$ cat src/rtl/io_ctrl_pkg.sv
// io_ctrl_pkg: peripheral address map, UART state encoding and status layout
package io_ctrl_pkg;
  localparam logic [31:0] PERIPHERAL_ADDR_LOW = 32'h1000_0000;
  localparam logic [31:0] IO_OFF_LED = 32'h00;
  localparam logic [31:0] IO_OFF_SW = 32'h04;
  localparam logic [31:0] IO_OFF_TCNT = 32'h08;
  localparam logic [31:0] IO_OFF_TCMP = 32'h0C;
  localparam logic [31:0] IO_OFF_TCTRL = 32'h10;
  localparam logic [31:0] IO_OFF_UTX = 32'h14;
  localparam logic [31:0] IO_OFF_USTAT = 32'h18;
  localparam logic [31:0] IO_OFF_END = 32'h1C;
  localparam logic [1:0] ST_IDLE = 2'd0;
  localparam logic [1:0] ST_START = 2'd1;
  localparam logic [1:0] ST_DATA = 2'd2;
  localparam logic [1:0] ST_STOP = 2'd3;
  typedef struct packed {
    logic ovf;
    logic busy;
    logic empty;
    logic full;
  } ustat_t;
endpackage

$ cat src/rtl/io_ctrl_if.sv
// io_ctrl_if: decoded CPU bus into the peripheral block
interface io_ctrl_if;
  logic [31:0] io_addr;
  logic [31:0] io_wdata;
  logic [31:0] io_rdata;
  logic io_we;
  modport master (output io_addr, io_wdata, io_we, input io_rdata);
  modport slave (input io_addr, io_wdata, io_we, output io_rdata);
endinterface

$ cat src/rtl/io_ctrl_uart_tx_fifo.sv
// uart_tx_fifo: byte FIFO feeding an 8N1 serialiser with registered line output
module uart_tx_fifo
  import io_ctrl_pkg::*;
#(
  parameter int FIFO_DEPTH = 4,
  parameter int BAUD_DIV = 868
) (
  input  logic       clk,
  input  logic       rst,
  input  logic       push,
  input  logic [7:0] din,
  input  logic       ovf_clr,
  output logic       full,
  output logic       empty,
  output logic       busy,
  output logic       ovf,
  output logic       tx
);
  localparam int AW = $clog2(FIFO_DEPTH);
  localparam int BW = BAUD_DIV > 1 ? $clog2(BAUD_DIV) : 1;
  logic [7:0] mem_q [FIFO_DEPTH];
  logic [AW-1:0] wr_q, wr_d, rd_q, rd_d;
  logic [AW:0] cnt_q, cnt_d;
  logic [1:0] st_q, st_d;
  logic [BW-1:0] baud_q, baud_d;
  logic [2:0] bit_q, bit_d;
  logic [7:0] sh_q, sh_d;
  logic tx_q, tx_d, ovf_q, ovf_d, pop, do_push, adv;
  always_comb begin
    full = cnt_q == (AW+1)'(FIFO_DEPTH);
    empty = cnt_q == '0;
    busy = st_q != ST_IDLE;
    pop = !busy && !empty;
    do_push = push && (!full || pop);
    adv = busy && baud_q == BW'(BAUD_DIV - 1);
    wr_d = wr_q + AW'(do_push);
    rd_d = rd_q + AW'(pop);
    cnt_d = cnt_q + (AW+1)'(do_push) - (AW+1)'(pop);
    ovf_d = (push && !do_push) || (ovf_q && !ovf_clr);
    st_d = pop ? ST_START : adv && !(st_q == ST_DATA && bit_q != 3'd7) ? st_q + 2'd1 : st_q;
    baud_d = pop || adv ? '0 : busy ? baud_q + BW'(1) : baud_q;
    bit_d = st_q == ST_DATA ? bit_q + 3'(adv) : 3'd0;
    sh_d = pop ? mem_q[rd_q] : adv && st_q == ST_DATA ? sh_q >> 1 : sh_q;
    tx_d = st_d == ST_START ? 1'b0 : st_d == ST_DATA ? sh_d[0] : 1'b1;
    ovf = ovf_q;
    tx = tx_q;
  end
  always_ff @(posedge clk)
    if (do_push) mem_q[wr_q] <= din;
  always_ff @(posedge clk) begin
    if (rst) begin
      wr_q <= '0;
      rd_q <= '0;
      cnt_q <= '0;
      st_q <= ST_IDLE;
      baud_q <= '0;
      bit_q <= '0;
      sh_q <= '0;
      tx_q <= 1'b1;
      ovf_q <= 1'b0;
    end else begin
      wr_q <= wr_d;
      rd_q <= rd_d;
      cnt_q <= cnt_d;
      st_q <= st_d;
      baud_q <= baud_d;
      bit_q <= bit_d;
      sh_q <= sh_d;
      tx_q <= tx_d;
      ovf_q <= ovf_d;
    end
  end
endmodule

$ cat src/rtl/io_ctrl.sv
// io_ctrl: LED/switch/timer/UART peripheral registers behind the IO decoder
module io_ctrl
  import io_ctrl_pkg::*;
#(
  parameter int LED_W = 16,
  parameter int SW_W = 16,
  parameter int FIFO_DEPTH = 4,
  parameter int BAUD_DIV = 868
) (
  input  logic             clk,
  input  logic             rst,
  io_ctrl_if.slave         bus,
  input  logic [SW_W-1:0]  sw,
  output logic [LED_W-1:0] led,
  output logic             uart_tx
);
  logic [31:0] off, word, tcnt_q, tcnt_d, tcmp_q, tcmp_d;
  logic [LED_W-1:0] led_q, led_d;
  logic [SW_W-1:0] sw1_q, sw2_q;
  logic en_q, en_d, match_q, match_d, in_rng, tmatch;
  logic hit_led, hit_sw, hit_tcnt, hit_tcmp, hit_tctrl, hit_utx, hit_ustat;
  logic full, empty, busy, ovf;
  ustat_t stat;
  always_comb begin
    off = bus.io_addr - PERIPHERAL_ADDR_LOW;
    word = off & ~32'h3;
    in_rng = off < IO_OFF_END;
    hit_led = in_rng && word == IO_OFF_LED;
    hit_sw = in_rng && word == IO_OFF_SW;
    hit_tcnt = in_rng && word == IO_OFF_TCNT;
    hit_tcmp = in_rng && word == IO_OFF_TCMP;
    hit_tctrl = in_rng && word == IO_OFF_TCTRL;
    hit_utx = in_rng && word == IO_OFF_UTX;
    hit_ustat = in_rng && word == IO_OFF_USTAT;
    tmatch = en_q && tcnt_q == tcmp_q;
    led_d = bus.io_we && hit_led ? bus.io_wdata[LED_W-1:0] : led_q;
    tcmp_d = bus.io_we && hit_tcmp ? bus.io_wdata : tcmp_q;
    tcnt_d = bus.io_we && hit_tcnt ? bus.io_wdata : tmatch ? 32'd0 : tcnt_q + 32'(en_q);
    en_d = bus.io_we && hit_tctrl ? bus.io_wdata[0] : en_q;
    match_d = tmatch || (match_q && !(bus.io_we && hit_tctrl && bus.io_wdata[1]));
    stat = '{ovf: ovf, busy: busy, empty: empty, full: full};
    bus.io_rdata = hit_led ? 32'(led_q) : hit_sw ? 32'(sw2_q) : hit_tcnt ? tcnt_q :
                   hit_tcmp ? tcmp_q : hit_tctrl ? {30'd0, match_q, en_q} :
                   hit_ustat ? 32'(stat) : 32'd0;
    led = led_q;
  end
  always_ff @(posedge clk) begin
    if (rst) begin
      led_q <= '0;
      sw1_q <= '0;
      sw2_q <= '0;
      tcnt_q <= '0;
      tcmp_q <= 32'hFFFF_FFFF;
      en_q <= 1'b0;
      match_q <= 1'b0;
    end else begin
      led_q <= led_d;
      sw1_q <= sw;
      sw2_q <= sw1_q;
      tcnt_q <= tcnt_d;
      tcmp_q <= tcmp_d;
      en_q <= en_d;
      match_q <= match_d;
    end
  end
  uart_tx_fifo #(.FIFO_DEPTH(FIFO_DEPTH), .BAUD_DIV(BAUD_DIV)) u_uart (
    .clk(clk),
    .rst(rst),
    .push(bus.io_we && hit_utx),
    .din(bus.io_wdata[7:0]),
    .ovf_clr(bus.io_we && hit_ustat),
    .full(full),
    .empty(empty),
    .busy(busy),
    .ovf(ovf),
    .tx(uart_tx)
  );
endmodule

$ cat src/flat_wrapper.sv
// flat-port wrapper written by rule: the top's interface ports become plain ports
module io_ctrl_flat import io_ctrl_pkg::*;
#(
  parameter int LED_W = 16,
  parameter int SW_W = 16,
  parameter int FIFO_DEPTH = 4,
  parameter int BAUD_DIV = 868
)
  (clk, rst, sw, led, uart_tx, bus_io_addr, bus_io_wdata, bus_io_we, bus_io_rdata);
  io_ctrl_if bus_i ();
  input  logic clk;
  input  logic rst;
  input  logic [SW_W-1:0] sw;
  output logic [LED_W-1:0] led;
  output logic uart_tx;
  input wire logic [$bits(bus_i.io_addr)-1:0] bus_io_addr;
  input wire logic [$bits(bus_i.io_wdata)-1:0] bus_io_wdata;
  input wire logic [$bits(bus_i.io_we)-1:0] bus_io_we;
  output wire logic [$bits(bus_i.io_rdata)-1:0] bus_io_rdata;
  assign bus_i.io_addr = bus_io_addr;
  assign bus_i.io_wdata = bus_io_wdata;
  assign bus_i.io_we = bus_io_we;
  assign bus_io_rdata = bus_i.io_rdata;
  io_ctrl #(.LED_W(LED_W), .SW_W(SW_W), .FIFO_DEPTH(FIFO_DEPTH), .BAUD_DIV(BAUD_DIV)) u_core (.clk(clk), .rst(rst), .bus(bus_i), .sw(sw), .led(led), .uart_tx(uart_tx));
endmodule
$ cat config.mk
export PLATFORM = sky130hd
export DESIGN_NAME = io_ctrl_flat
export DESIGN_NICKNAME = d
export VERILOG_FILES = /design/src/rtl/io_ctrl_pkg.sv /design/src/rtl/io_ctrl_if.sv /design/src/rtl/io_ctrl_uart_tx_fifo.sv /design/src/rtl/io_ctrl.sv /design/src/flat_wrapper.sv
export SDC_FILE = /design/constraint.sdc
export NUM_CORES = 1
export LEC_CHECK = 0
export ABC_AREA = 1
export BUFFER_PORTS_ARGS = -buffer_cell sky130_fd_sc_hd__buf_2
export CAP_MARGIN = 30
export CORE_UTILIZATION = 60
export CTS_BUF_LIST = sky130_fd_sc_hd__clkbuf_4 sky130_fd_sc_hd__clkbuf_8
export CTS_CLUSTER_DIAMETER = 200
export DETAILED_ROUTE_END_ITERATION = 12
export HOLD_SLACK_MARGIN = 0.12
export PLACE_DENSITY_LB_ADDON = 0.25
export SETUP_SLACK_MARGIN = 0.3
export SYNTH_ARGS = -nofsm -noshare
export SYNTH_HDL_FRONTEND = slang
export SYNTH_SLANG_ARGS = --single-unit
$ cat constraint.sdc
create_clock -name clk -period 3.4 [get_ports clk]
set_clock_uncertainty 0.15 [all_clocks]
set_input_delay 0.34 -clock clk [delete_from_list [all_inputs] [get_ports clk]]
set_output_delay 0.34 -clock clk [all_outputs]
set_load 0.02 [all_outputs]
* Word level (Yosys, flattened, before mapping) *
Memories as Yosys holds them, arrays and structs flattened. A register that Yosys moved wholly into a read port is not among the register bits.
Cells that the tools add are included.
W data, S select, Z words.

word-level totals
  register bits after elaboration = 146
  RAM bits = 32
  input port bits = 83
  memories kept = 1

operators by class
  add/sub/neg operators = 9
  $lt $le $gt $ge = 1
  equality and inequality tests = 13
  multiplexer cells = 17
  bitwise gates (word level) = 1
  reductions and logical operators = 41

memories
  name                 words  bits a word  read ports  clocked after Yosys merged registers in  wr ports  RTL line                    source
  u_core.u_uart.mem_q  4      8            1           1                                        1         io_ctrl_uart_tx_fifo.sv:21  logic [7:0] mem_q [FIFO_DEPTH];

operators with widths
  cell                      count
  $mux W32                  7
  $eq A30 B3 Y1 const B     3
  $eq A30 B2 Y1 const B     2
  $add A32 B1 Y32           1
  $eq A32 B32 Y1            1
  $logic_not A32 Y1         1
  $lt A32 B5 Y1 const B     1
  $sub A32 B29 Y32 const B  1
  $eq A30 B1 Y1 const B     1
  $logic_and A1 B1 Y1       24
  $mux W8                   2
  $add A10 B1 Y10 const B   1
  $eq A10 B10 Y1 const B    1
  $logic_not A1 Y1          7
  $add A3 B1 Y3             2
  $mux W2                   3
  $add A2 B1 Y2             2
  $eq A2 B2 Y1 const B      2
  $logic_or A1 B1 Y1        4
  $mux W1                   4
  $mux W4                   1
  $reduce_bool A2 Y1        2
  $reduce_or A2 Y1          2
  $eq A3 B3 Y1 const B      1
  other kinds (6)           6

* Depth between registers and ports, before layout *
Gate-level depths: netlist of run 1.

  depth in word-level cells = 9
  depth in mapped cells = 16
  gate-level depth less buffers = 16

* Modules after synthesis *
From an unflattened synthesis of run 1, not the netlist that was laid out.

second synthesis, totals
  cells, all modules = 1225
  area total of the unflattened synthesis = 9185.1 µm²

by module, submodules not included
  module        times used  cells an instance  area an instance (µm²)  sequential area each (µm²)
  io_ctrl       1           927                6362.4                  2282.2
  uart_tx_fifo  1           298                2822.7                  1601.5

* Least setup slack after synthesis of run 1 *
OpenSTA, ideal clock, no wires.

  path kind = register -> register
  from = register u_core.u_uart.st_q[0]
  to = memory u_core.u_uart.mem_q[0][0] (enable)
  arrival time = 2.035 ns
  data required time = 2.867 ns
  path slack = 0.832 ns
  cell stages (with the launch flop) = 9
  clock period less this slack = 2.568 ns
  cells stage by stage = dfxtp_1 inv_1 ha_1 buf_2 nand2_1 inv_1 clkbuf_1 o21ai_0 nor3_1

on the way
  longest elaborated chain between the ends = 7

RTL lines
  what                           RTL line                    source
  start: declaration             io_ctrl_uart_tx_fifo.sv:24  logic [1:0] st_q, st_d;
  start signal: assignment       io_ctrl_uart_tx_fifo.sv:65  st_q <= st_d;
  $reduce_bool A2 Y1             io_ctrl_uart_tx_fifo.sv:32  busy = st_q != ST_IDLE;
  $logic_not A1 Y1               io_ctrl_uart_tx_fifo.sv:33  pop = !busy && !empty;
  $logic_and A1 B1 Y1            io_ctrl_uart_tx_fifo.sv:33
  $logic_or A1 B1 Y1             io_ctrl_uart_tx_fifo.sv:34  do_push = push && (!full || pop);
  $logic_and A1 B1 Y1            io_ctrl_uart_tx_fifo.sv:34
  $mux W1                        io_ctrl_uart_tx_fifo.sv:49  if (do_push) mem_q[wr_q] <= din;
  $mux W1 (implied by the code)  io_ctrl_uart_tx_fifo.sv:49
  end: declaration               io_ctrl_uart_tx_fifo.sv:21

No other way between the ends.

* Final worst setup path of run 1 *
  from = input port bus_io_addr[7]
  to = output port bus_io_rdata[1]

on the way
  longest elaborated chain between the ends = 9

RTL lines
  what                                                   RTL line                      source
  start: declaration                                     flat_wrapper.sv:16            input wire logic [$bits(bus_i.io_addr)-1:0] bus_io_addr;
  $sub A32 B29 Y32 *                                     io_ctrl.sv:25                 off = bus.io_addr - PERIPHERAL_ADDR_LOW;
  $lt A32 B5 Y1 / $eq A30 B3 Y1 (equally long branches)  io_ctrl.sv:27, io_ctrl.sv:34
  $logic_and A1 B1 Y1                                    io_ctrl.sv:34                 hit_ustat = in_rng && word == IO_OFF_USTAT;
  $mux W4                                                io_ctrl.sv:44                 hit_ustat ? 32'(stat) : 32'd0;
  $mux W32 (2 in a row)                                  io_ctrl.sv:43                 hit_tcmp ? tcmp_q : hit_tctrl ? {30'd0, match_q, en_q} :
  $mux W32 (2 in a row)                                  io_ctrl.sv:42                 bus.io_rdata = hit_led ? 32'(led_q) : hit_sw ? 32'(sw2_q) : hit_tcnt ? tcnt_q :
  $mux W32 *                                             io_ctrl.sv:42
  end: declaration                                       flat_wrapper.sv:19            output wire logic [$bits(bus_i.io_rdata)-1:0] bus_io_rdata;

Mark *: on every way between the ends. The rest lies on a longest branch, timed or not.

==> results of run 1 <==
area by class of cell:
type	count	area [µm²]
Fill cell	1268	4170
Clock buffer	17	234
Sequential cell	178	3880
Tap cell	211	264
Inverter	219	822
Timing Repair Buffer	198	1280
Clock inverter	15	166
Multi-Input combinational cell	923	4440
cell usage after synthesis, drive strengths merged:
cell type  instances  area [µm²]
fa                 1        20.0
buf               20         120
nor3b              2        15.0
inv              219         822
xnor2             10        87.6
o32ai             13         114
clkbuf            35         131
a21oi             66         330
and3               1        6.26
ha                10         125
o22ai             19         119
xor2              26         228
o211ai            19         163
o21a               1        7.51
a31oi              2        12.5
and2               1        6.26
o21ai             56         280
nand2            327        1250
and3b              1        8.76
dfxtp            146        2920
nor3              37         196
edfxtp            32         961
o21bai             1        7.51
nand4             16         100
a211oi             1        7.51
nand3            106         531
nand3b             3        26.3
nor2             204         797
repair_timing:
action / in CTS / in global routing
endpoints found under the hold margin: 129 / 0
gates resized for setup: 0 / 0
hold buffers: 48 / 0
critical path, delay by kind of cell:
kind	cells	cell delay, ps
compound gates	2	260
simple gates	7	1080
buf+inv	3	570
cell usage in the layout (no fill, tap or decap), drive strengths merged:
cell         netlist  routed
and3b              1       1
clkinv             0       7
inv              219     227
xor2              26      26
and3               1       1
o211ai            19      19
dfxtp            146     146
o21a               1       1
xnor2             10      10
fa                 1       1
a31oi              2       2
a21oi             66      66
nand3b             3       3
nand4             16      16
a211oi             1       1
nor3b              2       2
o21ai             56      56
ha                10      10
o21bai             1       1
clkbuf            35      17
and2               1       1
edfxtp            32      32
nand2            327     327
nand3            106     106
nor3              37      37
nor2             204     204
o32ai             13      13
buf               20     150
o22ai             19      19
dlygate4sd3        0      48
through the flow:
step / area [µm²] / worst slack, ps / utilization [%] / cells
2_1_floorplan: 9400 / 832 / - / 1375
3_3_place_gp: 10200 / 554 / 66.9 / 1681
3_5_place_dp: 10200 / 469 / 66.9 / 1681
4_1_cts: 11100 / 657 / 72.7 / 1761
5_1_grt: 11100 / 481 / 72.7 / 1761
6_report: 11100 / 643 / 72.7 / 1761
per-layer routing:
metal | GRT usage, % | wire [µm] | up-vias
met3 | 7.29 | 2110 | 63
met1 | 41.8 | 11100 | 4332
li1 | - | - | 4686
met4 | 12.2 | 706 | 0
met2 | 57.9 | 12700 | 401
met5 | 0 | 0 | -
worst paths after layout:
kind,endpoint,startpoint,slack [ps]
worst min register to register,u_core.sw2_q[8],u_core.sw1_q[8],260
worst max register to register,u_core.tcnt_q[30],u_core.en_q,720
worst min-delay path,u_core.u_uart.ovf,bus_io_addr[3],200
worst max-delay path,bus_io_rdata[1],bus_io_addr[7],640
power by group:
part           switching, W  total [W]  internal [W]  leakage (nW)
registers         0.0000733    0.00231       0.00224          1.47
clock network      0.000900    0.00146      0.000556         0.203
logic              0.000419   0.000692      0.000273          3.81
total               0.00139    0.00446       0.00307          5.48
kinds of logic (layout without fill, tap and decap cells):
group	after synthesis	count (layout)	synth area share (%)
adder cells (fa/ha/maj)	11	11	1.54
flip-flops	178	178	41.3
buffers and inverters	274	449	11.4
XOR/XNOR	36	36	3.36
AO/OA/AOI/OAI	178	178	11.1
AND/OR/NAND/NOR	698	698	31.3
flip-flops by register name, summed over array words and instances, names as in the netlist:
name and flops:
u_core.sw2_q 16, u_core.u_uart.rd_q 2, u_core.tcmp_q 32, u_core.sw1_q 16, u_core.match_q 1, u_core.en_q 1, u_core.u_uart.sh_q 8, u_core.u_uart.mem_q 32
u_core.led 16, u_core.u_uart.tx 1, u_core.u_uart.st_q 2, u_core.u_uart.ovf 1, u_core.u_uart.cnt_q 3, u_core.u_uart.bit_q 3, u_core.tcnt_q 32, u_core.u_uart.baud_q 10
u_core.u_uart.wr_q 2
==> key figures, run 1 <==
Synth
  – Avg Inst Size Synth: 6.83 µm²
  – Post-Syn Nets: 1,469
  – Cell variety after synth: 40
  – Yosys warning total: 0
  – Cell Area, Synth: 0.00940 mm²
  – Seq/Total Area, Yosys: 41.3%
  – Gate Count Post-Synth: 1,375
  – Post-synthesis register bit count: 178

Global routing
  – Initial antenna violation count: 0
  – First-pass GRT wire length: ~43 mm
  – Total GRT Usage: 33.7%
  – Pin count of the biggest net entering global routing: 56
  – GRT overflow: 0
  – Vias in the first global route: ~8,800

STA
  – Final Max Tran Viols: 0
  – Fin crit share: approximately 81%
  – Setup TNS: 0 ps
  – Slew @ Worst Pin: 1030 ps
  – Fmax: 363 MHz
  – Worst hold slack: 200 ps
  – Rel. slew slack: 31.1%
  – RSZ-0062 raised after global routing: no
  – Tmin final: between 2000 and 3000 ps
  – Setup violations, final: 0
  – Final hold viol count: 0

Worst setup path
  – Worst stage delay on the critical path: 300 ps
  – Critical Path RT: just under 3000 ps
  – Critical Path, Cell by Cell: buf_2 -> nor2_1 -> nand2_2 -> nor2_1 -> nand2_2 -> nor2_8 -> nand2_2 -> buf_4 -> nand2_1 -> o21ai_0 -> a21oi_1 -> buf_2
  – CP Max Fanout: 21
  – Crit path kind: primary input to output pin
  – Slowest stage cell, crit path: buf_4
  – Reg2Reg Depth: 10
  – CP Capture Type: output pin
  – Critical Path AT: 2270 ps
  – Cell repeated most along the worst path: nand2_2
  – Worst setup SP type: primary input

Clocking
  – Post-CTS setup buffer count: 0
  – Clock Path Buffers: 2
  – Worst-Skew Late Latency: around 470 ps
  – Clock Sinks: 178
  – Inserted Clock Buffers: 17
  – Worst-path clk slew: around 90 ps
  – Htree depth: 4
  – CTS Root Cell: clkbuf_8
  – CTS tree: yes

Die
  – I/O pins: 132
  – Die area: 0.0162 mm²
  – Die Span Y: 127 µm
  – Core outline area: 0.0153 mm²
  – Die width: 127 µm
  – Standard-cell rows: 45
  – Initial Utilization: 61.6%

Placed design
  – Port bufs: around 130
  – Global placer's final weighted congestion: 1.07
  – Post-DP HPWL: 19.1 mm

Route
  – Drt wl/cell: 15.1 µm
  – Vias per cell: 5.38
  – DRC viols: 0
  – Iter 0 DRT Violations: 766
  – Vias: between 9,000 and 10,000
  – Routed WL: 26.6 mm
  – Total iterations of the first detailed-routing run: 5
  – Antenna-violating nets left: 0

Pwr
  – VDD IR max: about 0.00034 V
  – P per Cell Area: 402 mW/mm²
  – Leak: about 5.5 nW
  – Tot Pwr: 0.00446 W

Final layout
  – Antenna Cells: 0
  – Fin nets: 1,631
  – Layout cell share with drive strength beyond 1: 12.9%
  – Area grow syn2layout: 18.1%

Hold path
  – Hold Path Stages: 6
  – Worst min-delay path class: primary input to register

Job
  – Max Cap Violations: 0

Outcome
  – Outcome: finished clean
No activity file was read; power rests on OpenSTA's default activity.
==> inputs of run 2 (changes only) <==
==> constraint.sdc (replaced) <==
create_clock -name clk -period 2.61 [get_ports clk]
set_clock_uncertainty 0.15 [all_clocks]
set_input_delay 0.261 -clock clk [delete_from_list [all_inputs] [get_ports clk]]
set_output_delay 0.261 -clock clk [all_outputs]
set_load 0.02 [all_outputs]
==> run 2 against run 1 <==
Clock-buffer cell count unchanged. Routed wire length increased by 10%. Combinational power increased by 53%. First-iteration DRC count increased by 27%. Critical path depth decreased by 1. Sequential cell count unchanged. Sequential share of layout area decreased by 2.4 points. Register-to-register slack got worse by 340 ps. Critical endpoint is now bus_io_rdata[31].
==> key figures, run 2 (synthesis results as in run 1) <==
Route
  – Routed WL: 29.3 mm (+10%)
  – Routed wl met3: 2.36 mm (+12%)
  – WL met2: 14.1 mm (+10%)
  – Vias per cell: 5.53 (+2.7%)
  – Total iterations of the first detailed-routing run: 5 (unchanged)
  – Iter 0 DRT Violations: 973 (+27%)
  – Drt wl/cell: 16.3 µm (+7.6%)
  – Vias: 9,963 (+5.1%)
  – Uppermost layer routed: met4
  – DRC viols: 0 (unchanged)
  – Metal-1 WL: 11.9 mm (+7.1%)
  – Antenna-violating nets left: 0 (unchanged)

Job
  – Max Cap Violations: 0 (unchanged)

Pwr
  – Net Switching: 0.00192 W (+38%)
  – VDD IR max: 0.000425 V (+24%)
  – Leak: 5.79 nW (+5.5%)
  – Combinational share of power: 17.7% (+2.2 points)
  – Internal: 0.00404 W (+32%)
  – P per Cell Area: 501 mW/mm² (+25%)
  – Switching portion of total power: 32.2% (+0.93 points)
  – Reg power frac: 50.1% (-1.7 points)
  – Clk pwr share: 32.1% (-0.6 points)

Worst setup path
  – Critical Path RT: 2200 ps (-710 ps)
  – Worst setup SP type: primary input
  – FF-to-FF setup slack: 380 ps (-340 ps)
  – Reg2Reg Depth: 12 (+2)
  – Crit path kind: primary input to output pin
  – Critical Path AT: 1950 ps (-320 ps)
  – Reg2Reg Launch Point: u_core.en_q
  – CP Capture Type: output pin
  – Reg2reg end: u_core.tcnt_q[24]
  – CP Max Fanout: 6 (-71%)

Outcome
  – Outcome: finished clean

STA
  – Fin crit share: about 90%
  – Slew @ Worst Pin: 588 ps (-444 ps)
  – Final hold viol count: 0 (unchanged)
  – Rel. slew slack: 60.7% (+30 points)
  – Tmin final: 2360 ps
  – Fmax: 424 MHz
  – Final Max Tran Viols: 0 (unchanged)
  – Setup TNS: 0 ps (unchanged)
  – Setup violations, final: 0 (unchanged)
  – RSZ-0062 raised after global routing: yes
  – Fin worst setup slack: 251 ps (-392 ps)

Die
  – Standard-cell rows: 45 (unchanged)
  – Core outline area: 0.0153 mm² (unchanged)
  – Die width: 127 µm (unchanged)
  – Initial Utilization: 61.6% (unchanged)
  – I/O pins: 132 (unchanged)
  – Die area: 0.0162 mm² (unchanged)
  – Die Span Y: 127 µm (unchanged)

Global routing
  – GRT overflow: 0 (unchanged)
  – Pin count of the biggest net entering global routing: 48 (-14%)
  – Initial antenna violation count: 0 (unchanged)
  – Total GRT Usage: 34.6% (+0.90 points)
  – First-pass GRT wire length: 43.7 mm (+2.3%)
  – Vias in the first global route: 9,076 (+2.7%)

Final layout
  – Filler Cell Count: 1,102 (-13%)
  – Regs by FF count: u_core.tcmp_q (32), u_core.tcnt_q (32), u_core.u_uart.mem_q (32)
  – Area grow syn2layout: 26.6%
  – Most common cell after layout, fill and taps aside: nand2_1
  – Fin area: 0.0119 mm² (+7.3%)
  – Fin nets: 1,671 (+2.5%)
  – Antenna Cells: 0 (unchanged)
  – Most frequent cells in the layout: nand2_1, inv_1, nor2_1
  – Layout cell share with drive strength beyond 1: 18.2% (+5.3 points)

Hold path
  – Hold path start: bus_io_addr[3]
  – Hold Path Stages: 6 (unchanged)
  – WHS Endpoint: u_core.u_uart.ovf
  – Worst min-delay path class: primary input to register

Placed design
  – Placed inst area: 0.0104 mm² (+1.5%)
  – Post-DP HPWL: 19.5 mm (+1.7%)
  – DP Worst Slack: 64.8 ps (-404 ps)
  – Global placer's final weighted congestion: 0.988 (-7.8%)
  – Port bufs: 129 (unchanged)

Clocking
  – Worst-path clk slew: 100 ps (about the same)
  – Worst-Skew Late Latency: 480 ps (about the same)
  – CTS tree: yes
  – Inserted Clock Buffers: 17 (unchanged)
  – CTS Root Cell: clkbuf_8
  – Clock Path Buffers: 2 (unchanged)
  – Htree depth: 4 (unchanged)
  – Clock Sinks: 178 (unchanged)
run 2: changes by cell type in the layout (fill, tap and decap cells not counted), moves of 6 or more:
cell / previous run / this run
buf_12: 0 / 6
buf_2: 129 / 119
buf_4: 21 / 44
buf_6: 0 / 13
inv_1: 217 / 208
nand2_1: 320 / 312
nor2_1: 201 / 183
nor2_2: 0 / 12
nor2_4: 2 / 8
run 2: critical path: stages:
cell and delay (ps):
buf_2 100, nor2_2 110, nand2_2 90, buf_6 140
nor3_4 260, buf_6 160, nand2_8 80, buf_8 150
clkbuf_16 160, o32ai_1 180, buf_2 240
run 2: worst max-delay path by stage:
stage / start / to / slack, ps / cells past startpoint
after floorplan: bus_io_addr[7] / u_core.u_uart.mem_q[1][0] / 300 / 9
after global placement: bus_io_addr[7] / u_core.u_uart.cnt_q[2] / 150 / 16
after detailed placement: bus_io_addr[7] / u_core.u_uart.cnt_q[2] / 60 / 16
after CTS: bus_io_addr[29] / bus_io_rdata[1] / 290 / 13
after global routing: bus_io_addr[7] / bus_io_rdata[0] / 190 / 13
final: bus_io_addr[7] / bus_io_rdata[31] / 250 / 11
run 2: repair_timing:
item / 4_1_cts / 5_1_grt
hold endpoints to repair: 133 / 0
resized for setup: 13 / 94
hold buffers: 50 / 0
cloned: 0 / 4
buffers inserted: 2 / 19
endpoints found under the setup margin: 32 / 51
pin swaps: 1 / 18
run 2: metal layers:
metal  up-vias  global-route usage [%]
met2       508                    60.1
met1      4580                    43.5
met3       100                    5.99
li1       4775                       -
met5         -                       0
met4         0                    12.2
run 2: power by group through the flow:
| stage | Sequential (W) | Clock [W] | Combinational, W |
|---|---|---|---|
| finish | 0.00299 | 0.00191 | 0.00106 |
| CTS | 0.00298 | 0.00192 | 0.000980 |
| floorplan | 0.00303 | 0 | 0.000630 |
| detailed placement | 0.00304 | 0 | 0.000907 |
| global placement | 0.00304 | 0 | 0.000867 |
| global route | 0.00300 | 0.00203 | 0.00118 |
run 2: stage by stage:
step	hold slack, ps	total power (W)	util (%)	instances
after global placement	241	0.00391	67.9	1694
final	179	0.00596	78.0	1801
after floorplan	210	0.00366	-	1375
after detailed placement	246	0.00395	67.9	1694
after CTS	147	0.00588	74.2	1778
after global routing	202	0.00622	78.0	1801
run 2: layout make-up:
class | instances | area, µm² | share of cell area, %
well taps | 211 | 264 | 2.22
clock buffers | 17 | 234 | 1.97
clock inverters | 15 | 163 | 1.37
repair buffers | 237 | 1800 | 15.1
flip-flops and latches | 178 | 3880 | 32.7
multi-input cells | 924 | 4710 | 39.6
inverters | 219 | 845 | 7.10
